File: src/rtl/fpu_div_scheduler_if.sv
// Bundle of requester, divider and response signals for fpu_div_scheduler.
// The master modport is the scheduler side; slave is the surrounding logic.
interface fpu_div_scheduler_if #(
    parameter int NREQ = 4,
    parameter int IDW  = 2
);
    logic [NREQ-1:0]    req_valid;
    logic [NREQ-1:0]    req_ready;
    logic [NREQ*32-1:0] req_a;
    logic [NREQ*32-1:0] req_b;
    logic [31:0]        div_a;
    logic [31:0]        div_b;
    logic               div_start;
    logic               div_done;
    logic [31:0]        div_result;
    logic               rsp_valid;
    logic               rsp_ready;
    logic [31:0]        rsp_data;
    logic [IDW-1:0]     rsp_id;
    logic               rsp_timeout;
    logic               busy;

    modport master (
        input  req_valid, req_a, req_b, div_done, div_result, rsp_ready,
        output req_ready, div_a, div_b, div_start, rsp_valid, rsp_data,
               rsp_id, rsp_timeout, busy
    );

    modport slave (
        output req_valid, req_a, req_b, div_done, div_result, rsp_ready,
        input  req_ready, div_a, div_b, div_start, rsp_valid, rsp_data,
               rsp_id, rsp_timeout, busy
    );
endinterface

File: src/rtl/fpu_div_scheduler.sv
// Round-robin scheduler sharing one multi-cycle FP divider, with a watchdog.
// Optional FPU_DIV_BYPASS_EN: zero/zero-divisor operands answered without the divider.
module fpu_div_scheduler #(
    parameter int NREQ        = 4,
    parameter int IDW         = 2,
    parameter int TIMEOUT_CYC = 64
) (
    input  logic                clk,
    input  logic                rst_n,
    fpu_div_scheduler_if.master bus
);
    localparam int              CW      = $clog2(TIMEOUT_CYC) + 1;
    localparam logic [CW-1:0]   TO_LAST = CW'(TIMEOUT_CYC - 1);
    localparam logic [31:0]     QNAN    = 32'h7FC00000;

    typedef enum logic [1:0] {IDLE, ISSUE, WAIT, RESP} state_t;

    state_t          state_q;
    logic [IDW-1:0]  rr_ptr_q;
    logic [IDW-1:0]  id_q;
    logic [31:0]     div_a_q, div_b_q, rsp_data_q;
    logic            div_start_q, rsp_valid_q, rsp_timeout_q;
    logic [CW-1:0]   cnt_q;
    logic [CW-1:0]   cnt_d;

    logic [31:0]     a_arr [NREQ];
    logic [31:0]     b_arr [NREQ];
    logic            grant_found;
    logic [IDW-1:0]  grant_idx;
    logic [IDW-1:0]  ptr_d;
    logic [IDW:0]    cand;

    for (genvar gi = 0; gi < NREQ; gi++) begin : g_unpack
        assign a_arr[gi] = bus.req_a[32*gi +: 32];
        assign b_arr[gi] = bus.req_b[32*gi +: 32];
    end

    // First valid requester at or above rr_ptr, wrapping modulo NREQ.
    always_comb begin
        grant_found = 1'b0;
        grant_idx   = '0;
        cand        = '0;
        for (int k = 0; k < NREQ; k++) begin
            cand = {1'b0, rr_ptr_q} + (IDW+1)'(k);
            if (cand >= (IDW+1)'(NREQ))
                cand = cand - (IDW+1)'(NREQ);
            if (!grant_found && bus.req_valid[cand[IDW-1:0]]) begin
                grant_found = 1'b1;
                grant_idx   = cand[IDW-1:0];
            end
        end
    end

    assign ptr_d = (grant_idx == IDW'(NREQ - 1)) ? '0 : grant_idx + 1'b1;
    assign cnt_d = cnt_q + 1'b1;

    // Grant is combinational and only offered from IDLE outside of reset.
    always_comb begin
        bus.req_ready = '0;
        if (rst_n && state_q == IDLE && grant_found)
            bus.req_ready[grant_idx] = 1'b1;
    end

`ifdef FPU_DIV_BYPASS_EN
    logic        byp_hit;
    logic [31:0] byp_data;
    logic [31:0] byp_a, byp_b;
    logic        byp_sgn;

    always_comb begin
        byp_a    = a_arr[grant_idx];
        byp_b    = b_arr[grant_idx];
        byp_sgn  = byp_a[31] ^ byp_b[31];
        byp_hit  = 1'b0;
        byp_data = '0;
        if (byp_b[30:0] == '0) begin
            byp_hit  = 1'b1;
            byp_data = (byp_a[30:0] == '0) ? QNAN : {byp_sgn, 31'h7F800000};
        end else if (byp_a[30:0] == '0) begin
            byp_hit  = 1'b1;
            byp_data = {byp_sgn, 31'h0};
        end
    end
`endif

    always_ff @(posedge clk or negedge rst_n) begin
        if (!rst_n) begin
            state_q       <= IDLE;
            rr_ptr_q      <= '0;
            id_q          <= '0;
            div_a_q       <= '0;
            div_b_q       <= '0;
            div_start_q   <= 1'b0;
            rsp_valid_q   <= 1'b0;
            rsp_data_q    <= '0;
            rsp_timeout_q <= 1'b0;
            cnt_q         <= '0;
        end else begin
            div_start_q <= 1'b0;
            case (state_q)
                IDLE: begin
                    if (grant_found) begin
                        div_a_q  <= a_arr[grant_idx];
                        div_b_q  <= b_arr[grant_idx];
                        id_q     <= grant_idx;
                        rr_ptr_q <= ptr_d;
`ifdef FPU_DIV_BYPASS_EN
                        if (byp_hit) begin
                            rsp_data_q    <= byp_data;
                            rsp_timeout_q <= 1'b0;
                            rsp_valid_q   <= 1'b1;
                            state_q       <= RESP;
                        end else begin
                            div_start_q <= 1'b1;
                            state_q     <= ISSUE;
                        end
`else
                        div_start_q <= 1'b1;
                        state_q     <= ISSUE;
`endif
                    end
                end
                ISSUE: begin
                    cnt_q   <= '0;
                    state_q <= WAIT;
                end
                WAIT: begin
                    cnt_q <= cnt_d;
                    // Done wins over a coinciding watchdog expiry.
                    if (bus.div_done) begin
                        rsp_data_q    <= bus.div_result;
                        rsp_timeout_q <= 1'b0;
                        rsp_valid_q   <= 1'b1;
                        state_q       <= RESP;
                    end else if (cnt_d == TO_LAST) begin
                        rsp_data_q    <= QNAN;
                        rsp_timeout_q <= 1'b1;
                        rsp_valid_q   <= 1'b1;
                        state_q       <= RESP;
                    end
                end
                RESP: begin
                    if (bus.rsp_ready) begin
                        rsp_valid_q <= 1'b0;
                        state_q     <= IDLE;
                    end
                end
                default: state_q <= IDLE;
            endcase
        end
    end

    assign bus.div_a       = div_a_q;
    assign bus.div_b       = div_b_q;
    assign bus.div_start   = div_start_q;
    assign bus.rsp_valid   = rsp_valid_q;
    assign bus.rsp_data    = rsp_data_q;
    assign bus.rsp_id      = id_q;
    assign bus.rsp_timeout = rsp_timeout_q;
    assign bus.busy        = (state_q != IDLE);
endmodule
File: src/flat_wrapper.sv
// flat-port wrapper written by rule: the top's interface ports become plain ports
module fpu_div_scheduler_flat 
#(
    parameter int NREQ        = 4,
    parameter int IDW         = 2,
    parameter int TIMEOUT_CYC = 64
)
  (clk, rst_n, bus_req_valid, bus_req_a, bus_req_b, bus_div_done, bus_div_result, bus_rsp_ready, bus_req_ready, bus_div_a, bus_div_b, bus_div_start, bus_rsp_valid, bus_rsp_data, bus_rsp_id, bus_rsp_timeout, bus_busy);
  fpu_div_scheduler_if #(.NREQ(NREQ), .IDW(IDW)) bus_i ();
  input  logic clk;
  input  logic rst_n;
  input wire logic [$bits(bus_i.req_valid)-1:0] bus_req_valid;
  input wire logic [$bits(bus_i.req_a)-1:0] bus_req_a;
  input wire logic [$bits(bus_i.req_b)-1:0] bus_req_b;
  input wire logic [$bits(bus_i.div_done)-1:0] bus_div_done;
  input wire logic [$bits(bus_i.div_result)-1:0] bus_div_result;
  input wire logic [$bits(bus_i.rsp_ready)-1:0] bus_rsp_ready;
  output wire logic [$bits(bus_i.req_ready)-1:0] bus_req_ready;
  output wire logic [$bits(bus_i.div_a)-1:0] bus_div_a;
  output wire logic [$bits(bus_i.div_b)-1:0] bus_div_b;
  output wire logic [$bits(bus_i.div_start)-1:0] bus_div_start;
  output wire logic [$bits(bus_i.rsp_valid)-1:0] bus_rsp_valid;
  output wire logic [$bits(bus_i.rsp_data)-1:0] bus_rsp_data;
  output wire logic [$bits(bus_i.rsp_id)-1:0] bus_rsp_id;
  output wire logic [$bits(bus_i.rsp_timeout)-1:0] bus_rsp_timeout;
  output wire logic [$bits(bus_i.busy)-1:0] bus_busy;
  assign bus_i.req_valid = bus_req_valid;
  assign bus_i.req_a = bus_req_a;
  assign bus_i.req_b = bus_req_b;
  assign bus_i.div_done = bus_div_done;
  assign bus_i.div_result = bus_div_result;
  assign bus_i.rsp_ready = bus_rsp_ready;
  assign bus_req_ready = bus_i.req_ready;
  assign bus_div_a = bus_i.div_a;
  assign bus_div_b = bus_i.div_b;
  assign bus_div_start = bus_i.div_start;
  assign bus_rsp_valid = bus_i.rsp_valid;
  assign bus_rsp_data = bus_i.rsp_data;
  assign bus_rsp_id = bus_i.rsp_id;
  assign bus_rsp_timeout = bus_i.rsp_timeout;
  assign bus_busy = bus_i.busy;
  fpu_div_scheduler #(.NREQ(NREQ), .IDW(IDW), .TIMEOUT_CYC(TIMEOUT_CYC)) u_core (.clk(clk), .rst_n(rst_n), .bus(bus_i));
endmodule
File: config.mk
export PLATFORM = sky130hd
export DESIGN_NAME = fpu_div_scheduler_flat
export DESIGN_NICKNAME = d
export VERILOG_FILES = /design/src/rtl/fpu_div_scheduler_if.sv /design/src/rtl/fpu_div_scheduler.sv /design/src/flat_wrapper.sv
export SDC_FILE = /design/constraint.sdc
export NUM_CORES = 1
export LEC_CHECK = 0
export BUFFER_PORTS_ARGS = -buffer_cell sky130_fd_sc_hd__buf_2
export CORE_AREA = 2 2 158 160
export CTS_CLUSTER_DIAMETER = 150
export DETAILED_ROUTE_END_ITERATION = 10
export DIE_AREA = 0 0 160 162
export SLEW_MARGIN = 5
export SYNTH_ARGS = -nofsm -noshare
export SYNTH_HDL_FRONTEND = slang
export SYNTH_SLANG_ARGS = --single-unit
File: constraint.sdc
create_clock -name clk -period 2.3 [get_ports clk]
set_clock_uncertainty 0.2 [all_clocks]
set_input_delay 0.345 -clock clk [delete_from_list [all_inputs] [get_ports clk]]
set_output_delay 0.345 -clock clk [all_outputs]
set_load 0.05 [all_outputs]
==> out/qor.csv, run 1 <==
metric,value,unit
syn2layout_area_growth,59.01,%
min_period_over_period,1.054,
worstPathArrival,1880,ps
crit_fanout,4,
wl,23590,um
core_area,0.02411,mm2
register_area,0.002804,mm2
startpoint_type,flip-flop,
status,"complete, but fails checks",
drt-pass1-iter-count,5,
end_kind,primary output,
syn_inst,581,
hold_violations,0,
grt.total_usage,0.1687,
die_y,162,um
avgViaCountPerCell,4.709,
syn_nets,887,
p_leak,5.047,nW
synthTopCellsByCount,"mux2i_1, dfrtp_1, nand2_1, o221ai_1, inv_1",
worst_pin_slew,665.6,ps
port-buffer-count,401,
final.fill_count,2405,
globalRouteOverflowTotal,0,
grt_max_degree,113,
async_flop_share,1.000,
ir_drop,0.0009060,V
grt_pass1_vias,6465,
via_count,6386,
drtIter0Drc,431,
synthDistinctLibCells,44,
synth-edff-count,0,
cts_tree,done,
ys_seq_area_frac,0.4545,
wl_per_cell,17.39,um
place_congestion,0.8066,
drc,0,
dieArea,0.02592,mm2
fin_crit,2424,ps
syn_avg_cell_area,10.61,um2
mappedNetlistArea,0.006166,mm2
yosysWarnings,0,
clkSinkCount,112,
clk_latency,360,ps
cts.clk_slew.worst_paths,80,ps
hpwl,16880,um
rsz0062_at_grt,true,
drtAntennaViolNets,0,
fmax,0.4125,GHz
yosys.cell_count.top_type,mux2i_1,
fin_util,0.4067,
cap_violations,0,
yosys.area.top_type,dfrtp_1,
start_util,0.2558,
numCtsBuffers,9,
die_w,160,um
root_buffer,clkbuf_16,
criticalPathCategory,flip-flop to primary output,
slew_violations,0,
holdCritPathClass,input pin to flip-flop,
power.total,14.11,mW
synth_top_flop_cell,dfrtp_1,
setup_viol,4,
ys_top_cells_by_area,"dfrtp_1, mux2i_1, o221ai_1, nand2_1, a22o_1",
finalWorstSetupSlack,-124.5,ps
htree_levels,3,
powerDensity,1439,mW/mm2
row_count,57,
grt_pass1_wl,34760,um
multi_input_area,0.003227,mm2
required,1750,ps
relSlewSlack,0.5562,
io_pins,402,
cts_max_path_buffers,2,
drive_gt1_frac,0.4966,
nets,1331,
violations,setup timing,
ys_seq_elements,112,
antenna_found_initial,4,
synth_top_cell_area_share,0.4545,
flip-flops by register name, indices dropped and copies added (netlist names):
signal / count
u_core.bus.div_a: 32
u_core.bus.div_b: 32
u_core.bus.rsp_data: 32
u_core.cnt_q: 7
u_core.bus.rsp_id: 2
u_core.rr_ptr_q: 2
u_core.state_q: 2
u_core.bus.div_start: 1
u_core.bus.rsp_timeout: 1
u_core.bus.rsp_valid: 1
metal layers:
metal  vias up  GRT usage  part of all wire
met5         -          0           0.00055
met4         2    0.05119             0.016
met3        25    0.03856             0.065
met2       268     0.3005              0.52
met1      3046     0.2034              0.40
li1       3045          -                 -
final timing paths:
check                      slack, ps  depth (start not counted)                             start                                   to
min in group asynchronous        440                          3                             rst_n      u_core.bus.div_a[1]$_DFFE_PN0P_
setup / recovery                -120                          6    u_core.rr_ptr_q[1]$_DFFE_PN0P_                     bus_req_ready[1]
max in group asynchronous        910                          3                             rst_n      u_core.bus.div_b[7]$_DFFE_PN0P_
hold / removal                    20                          2                bus_div_result[17]  u_core.bus.rsp_data[17]$_DFFE_PN0P_
setup reg to reg                  10                          9    u_core.rr_ptr_q[1]$_DFFE_PN0P_      u_core.bus.div_a[5]$_DFFE_PN0P_
hold reg to reg                  280                          2  u_core.bus.rsp_id[0]$_DFFE_PN0P_     u_core.bus.rsp_id[0]$_DFFE_PN0P_
final cells by class:
class,instances,area share
multi-input combinational,399,0.3291
timing repair buffer,477,0.3040
sequential,112,0.2860
tap,324,0.04135
clock buffer,9,0.02297
inverter,26,0.01021
clock inverter,6,0.005615
antenna,3,0.0007657
per-stage QoR:
stage	hold WS, ps	cell area (um2)	cells	setup TNS, ps	setup WS (ps)
finish	20.78	9804	1356	-446.9	-124.5
global route	5.040	9804	1356	-1663	-181.5
CTS	2.983	9438	1345	-272.2	-76.95
detailed placement	262.5	8772	1301	0	30.84
global placement	257.7	8772	1301	0	4.860
floorplan	-150.6	6186	581	-31.92	-31.92
power by group:
part	internal, mW	switching [mW]
Clock	0.750	0.785
Combinational	3.12	6.02
Sequential	2.91	0.525
Total	6.78	7.33
cell families (layout without fill, tap and decap cells):
family          after synthesis  count (layout)  synth area share
other cells                   0               3                 0
buf+inv                      70             518           0.05337
flops                       112             112            0.4545
mux                         128             128            0.2078
simple gates                129             129           0.09558
compound gates              132             132            0.1684
fa+ha+maj                    10              10           0.02029
timing repair:
item	CTS	global route
setup endpoints to repair	4	38
hold buffers	20	0
gates resized for setup	30	47
cloned	0	6
hold endpoints to repair	131	0
pin swaps	5	24
setup buffers	9	2
worst max-delay path, cell delays in order, from the launching register on:
cell	delay, ps
dfrtp_2	430
buf_6	140
a211oi_4	330
buf_4	190
ha_4	120
and3_4	170
buf_8	140
cell usage in the layout, fill, tap and decap left out, types with 3 or more instances in the layout:
| cell type | synthesis | layout |
|---|---|---|
| nand3_1 | 4 | 4 |
| buf_2 | 11 | 396 |
| and3_4 | 0 | 4 |
| o221ai_1 | 64 | 64 |
| clkbuf_16 | 0 | 14 |
| buf_12 | 0 | 8 |
| buf_8 | 0 | 10 |
| ha_1 | 10 | 6 |
| dlygate4sd3_1 | 0 | 20 |
| mux2i_4 | 0 | 3 |
| nand2_1 | 87 | 86 |
| o21ai_0 | 12 | 12 |
| mux2i_2 | 0 | 11 |
| dfrtp_1 | 112 | 111 |
| a21oi_1 | 16 | 14 |
| buf_6 | 0 | 10 |
| buf_4 | 14 | 26 |
| a22o_1 | 23 | 23 |
| o31ai_1 | 3 | 3 |
| ha_4 | 0 | 4 |
| mux2i_1 | 128 | 114 |
| nor2_1 | 12 | 12 |
| diode_2 | 0 | 3 |
| inv_1 | 25 | 23 |
Power figures use the tool's default switching activity.
==> run 2, diff against run 1 <==
- CELL_PAD_IN_SITES_DETAIL_PLACEMENT: unset -> 0
- CELL_PAD_IN_SITES_GLOBAL_PLACEMENT: unset -> 1
- CORE_AREA: 2 2 158 160 -> 2 2 156 158
- DIE_AREA: 0 0 160 162 -> 0 0 158 160
- PLACE_DENSITY_LB_ADDON: unset -> 0.1
==> out/qor.csv, run 2 (same netlist as run 1, synthesis figures left out) <==
metric,value,unit
drt-pass1-iter-count,4,
highest_layer,met5,
p_leak,4.955,nW
hpwl,18620,um
nets,1313,
via_count,6157,
numCtsBuffers,9,
slew_violations,0,
wl_met1,10250,um
power.total,13.89,mW
grt_pass1_wl,36660,um
wl,24970,um
fin_crit,2395,ps
place_congestion,0.7807,
drtIter0Drc,315,
worstPathCellList,nand2b_4 -> nor2b_4 -> o22a_4 -> ha_4 -> and3_2 -> buf_8,
die_w,158,um
min_period_over_period,1.041,
die_y,160,um
required,1750,ps
wl_per_cell,18.65,um
status,"complete, but fails checks",
dieArea,0.02528,mm2
criticalPathCategory,flip-flop to primary output,
finalWorstSetupSlack,-94.88,ps
port-buffer-count,401,
critPathLaunch,u_core.rr_ptr_q[0]$_DFFE_PN0P_,
relSlewSlack,0.3717,
grt_pass1_vias,6311,
holdCritPathClass,input pin to flip-flop,
startpoint_type,flip-flop,
violations,setup timing,
final.fill_count,2469,
fmax,0.4176,GHz
endpoint,bus_req_ready[3],
ir_drop,0.0008731,V
io_pins,402,
reg2reg_depth,8,
grt_max_degree,106,
worstPathArrival,1850,ps
start_util,0.2589,
htree_levels,3,
setup_viol,4,
rsz0062_at_grt,true,
drtAntennaViolNets,0,
hold_violations,0,
drive_gt1_frac,0.4773,
globalRouteOverflowTotal,0,
wl_met2,12720,um
grt.total_usage,0.1901,
crit_slowest_cell,dfrtp_1,
avgViaCountPerCell,4.598,
r2r_setup_slack,40,ps
core_area,0.02382,mm2
cts_tree,done,
layout_commonest_cell,buf_2,
rr_endpoint,u_core.bus.div_b[9]$_DFFE_PN0P_,
clk_latency,360,ps
cts.clk_slew.worst_paths,90,ps
cap_violations,0,
powerDensity,1456,mW/mm2
cts_max_path_buffers,2,
drc,0,
antenna_found_initial,5,
final_cell_mix,"buf_2, mux2i_1, dfrtp_1",
end_kind,primary output,
pre_cts_slack,-18.83,ps
root_buffer,clkbuf_16,
crit_fanout,4,
worst_pin_slew,942.4,ps
critPathMaxStageDelay,420,ps
clkSinkCount,112,
r2r_start,u_core.rr_ptr_q[1]$_DFFE_PN0P_,
syn2layout_area_growth,54.67,%
row_count,57,
wl_met3,1714,um
run 2: cell count changes in the layout (fill, tap and decap cells not counted), sizes merged:
cell / before / now
buf: 452 / 436
clkbuf: 14 / 10
clkinv: 2 / 4
clkinvlp: 2 / 0
dlygate4sd3: 20 / 22
bufinv: 0 / 1
run 2: critical path: cells and delay by family (launching register included):
family	cells	cell delay, ps
AOI/OAI and AO/OA	1	250
and+or+nand+nor	3	470
buffers and inverters	1	150
DFF	1	420
adders and majority gates	1	180
run 2: power breakdown:
part	internal [mW]	leakage [nW]	switching, mW
clock network	0.890	0.160	0.869
logic	2.76	3.42	5.98
registers	2.91	1.38	0.478
total	6.56	4.95	7.33
run 2: worst min path at each step:
stage                      start                                 end  slack [ps]  depth (start not counted)
2_1_floorplan              rst_n     u_core.bus.div_a[0]$_DFFE_PN0P_        -150                          0
3_3_place_gp               rst_n    u_core.bus.div_b[26]$_DFFE_PN0P_        -0.2                          1
3_5_place_dp               rst_n    u_core.bus.div_b[26]$_DFFE_PN0P_           3                          1
4_1_cts        bus_div_result[4]  u_core.bus.rsp_data[4]$_DFFE_PN0P_           2                          2
5_1_grt        bus_div_result[4]  u_core.bus.rsp_data[4]$_DFFE_PN0P_           5                          2
6_report       bus_div_result[8]  u_core.bus.rsp_data[8]$_DFFE_PN0P_          20                          2
run 2: layout make-up:
cell class              instances  area [um2]  share of cell area
diodes                          3       7.507           0.0007872
clock buffers                   9       225.2             0.02362
clock inverters                 7       107.6             0.01128
inverters                      26       102.6             0.01076
multi-input cells             399        3149              0.3302
flip-flops and latches        112        2803              0.2939
well taps                     324       405.4             0.04251
repair buffers                459        2736              0.2869
run 2: repair_timing:
action	4_1_cts	5_1_grt
hold buffers	22	0
setup buffers	5	0
setup endpoints to repair	4	12
gates cloned	0	1
resized for setup	29	6
endpoints found under the hold margin	28	0
pin swaps	4	1
run 2: stage by stage:
step / TNS (ps) / instances / hold slack [ps] / area, um2 / utilization
2_1_floorplan: -31.92 / 581 / -150.6 / 6186 / -
3_3_place_gp: -9.964 / 1292 / -0.2398 / 8780 / 0.3686
3_5_place_dp: -18.83 / 1292 / 2.768 / 8780 / 0.3686
4_1_cts: -406.6 / 1335 / 1.869 / 9482 / 0.3980
5_1_grt: -889.5 / 1339 / 4.996 / 9537 / 0.4004
6_report: -362.1 / 1339 / 18.00 / 9537 / 0.4004
run 2: metal layers:
metal,track usage,up-vias
li1,-,3019
met1,0.2258,2912
met2,0.3399,204
met3,0.05237,18
met4,0.04095,4
met5,0,-
==> run 3, diff against run 2 <==
- CELL_PAD_IN_SITES_DETAIL_PLACEMENT: 0 -> 2
- CELL_PAD_IN_SITES_GLOBAL_PLACEMENT: 1 -> 2
- CORE_AREA: 2 2 156 158 -> unset
- CORE_MARGIN: unset -> 2
- CORE_UTILIZATION: unset -> 21
- DIE_AREA: 0 0 158 160 -> unset
==> out/qor.csv, run 3 (same netlist as run 1, synthesis figures left out) <==
metric,value,unit
final_cell_mix,"buf_2, mux2i_1, dfrtp_1",
grt_pass1_vias,6994,
cts_max_path_buffers,2,
avgViaCountPerCell,4.601,
root_buffer,clkbuf_16,
cap_violations,0,
pre_cts_slack,36.31,ps
drc,0,
critPathMaxStageDelay,420,ps
clkSinkCount,112,
worst_pin_slew,946.6,ps
violations,setup timing,
worstPathCellList,a21o_1 -> a21oi_2 -> o22a_4 -> inv_6 -> ha_4 -> and3_4 -> buf_8,
drtIter0Drc,203,
hold_path_depth,2,
grt_max_degree,86,
register_area,0.002803,mm2
hold_ws,11.28,ps
rsz0062_at_grt,true,
fin_crit,2367,ps
grt_pass1_wl,43840,um
cts_tree,done,
hold_violations,0,
wl_per_cell,21.08,um
crit_fanout,5,
min_period_over_period,1.029,
die_y,175.4,um
htree_levels,3,
drive_gt1_frac,0.4854,
start_util,0.2142,
setup_viol,4,
grt.total_usage,0.1863,
ir_drop,0.0006488,V
clk_latency,360,ps
holdCritPathClass,input pin to flip-flop,
layout_commonest_cell,buf_2,
reg2reg_depth,8,
worstPathArrival,1820,ps
p_leak,5.020,nW
die_w,175.4,um
final.fill_count,3259,
end_kind,primary output,
startpoint_type,flip-flop,
multi_input_area,0.003162,mm2
io_pins,402,
drtAntennaViolNets,0,
antenna_found_initial,3,
numCtsBuffers,9,
via_count,6496,
dieArea,0.03075,mm2
required,1750,ps
nets,1327,
slew_violations,0,
globalRouteOverflowTotal,0,
relSlewSlack,0.3689,
row_count,62,
drt-pass1-iter-count,4,
fmax,0.4226,GHz
crit_slowest_cell,dfrtp_1,
wl,29770,um
status,"complete, but fails checks",
port-buffer-count,401,
core_area,0.02878,mm2
cts.clk_slew.worst_paths,90,ps
powerDensity,1469,mW/mm2
hpwl,22590,um
syn2layout_area_growth,57.89,%
place_congestion,0.7437,
finalWorstSetupSlack,-66.56,ps
criticalPathCategory,flip-flop to primary output,
## run 3: cell types whose count changed in the layout (fill, tap and decap cells not counted), sizes merged
| cell | change |
|---|---|
| inv | +1 |
| buf | +12 |
| clkinvlp | +2 |
| diode | -1 |
| clkinv | -3 |
| clkbuf | +3 |
| dlygate4sd3 | -1 |
## run 3: cell type report
cell class                      count  share of cell area
Multi-Input combinational cell    399              0.3248
Timing Repair Buffer              473              0.2946
Sequential cell                   112              0.2879
Tap cell                          384             0.04935
Clock buffer                        9             0.02313
Inverter                           26             0.01080
Clock inverter                      7            0.008996
Antenna cell                        2           0.0005141
## run 3: worst max-delay path: cells and delay by family, from the launching register on
family | cells | cell delay [ps]
buf+inv | 2 | 190
simple gates | 1 | 140
fa+ha+maj | 1 | 150
compound gates | 3 | 560
flops | 1 | 420
## run 3: final timing paths
kind	from	to	slack (ps)
max	u_core.rr_ptr_q[1]$_DFFE_PN0P_	bus_req_ready[1]	-70
min	bus_div_result[10]	u_core.bus.rsp_data[10]$_DFFE_PN0P_	10
min in group asynchronous	rst_n	u_core.state_q[1]$_DFFE_PN0P_	240
max reg2reg	u_core.rr_ptr_q[1]$_DFFE_PN0P_	u_core.bus.div_b[26]$_DFFE_PN0P_	40
min reg2reg	u_core.bus.div_a[9]$_DFFE_PN0P_	u_core.bus.div_a[9]$_DFFE_PN0P_	290
max in group asynchronous	rst_n	u_core.bus.div_b[7]$_DFFE_PN0P_	890
## run 3: power by group
part | total, mW | internal, mW | switching [mW]
clock network | 1.74 | 0.875 | 0.867
logic | 9.15 | 2.94 | 6.21
registers | 3.41 | 2.91 | 0.498
## run 3: repair_timing
action,CTS,global route
hold endpoints to repair,47,0
pin swaps,6,4
gates resized for setup,28,14
gates cloned,0,4
setup buffers,6,2
setup endpoints to repair,4,32
hold buffers,21,0
## run 3: layer usage
metal	routed length (um)	vias up	global-route usage	share of wire
met3	2007	21	0.04610	0.067
met1	12460	3200	0.2282	0.42
met5	26	-	0	0.00087
li1	-	3036	-	-
met4	320	4	0.03715	0.011
met2	14950	235	0.3312	0.50
## run 3: stage by stage
stage | area (um2) | util | power (mW) | std cells | TNS (ps)
floorplan | 6186 | - | 9.444 | 581 | -31.92
global placement | 8872 | 0.3083 | 12.15 | 1361 | -29.09
detailed placement | 8872 | 0.3083 | 12.26 | 1361 | 0
CTS | 9543 | 0.3316 | 14.24 | 1404 | -316.4
global route | 9733 | 0.3382 | 15.20 | 1411 | -923.7
finish | 9736 | 0.3383 | 14.30 | 1412 | -216.8
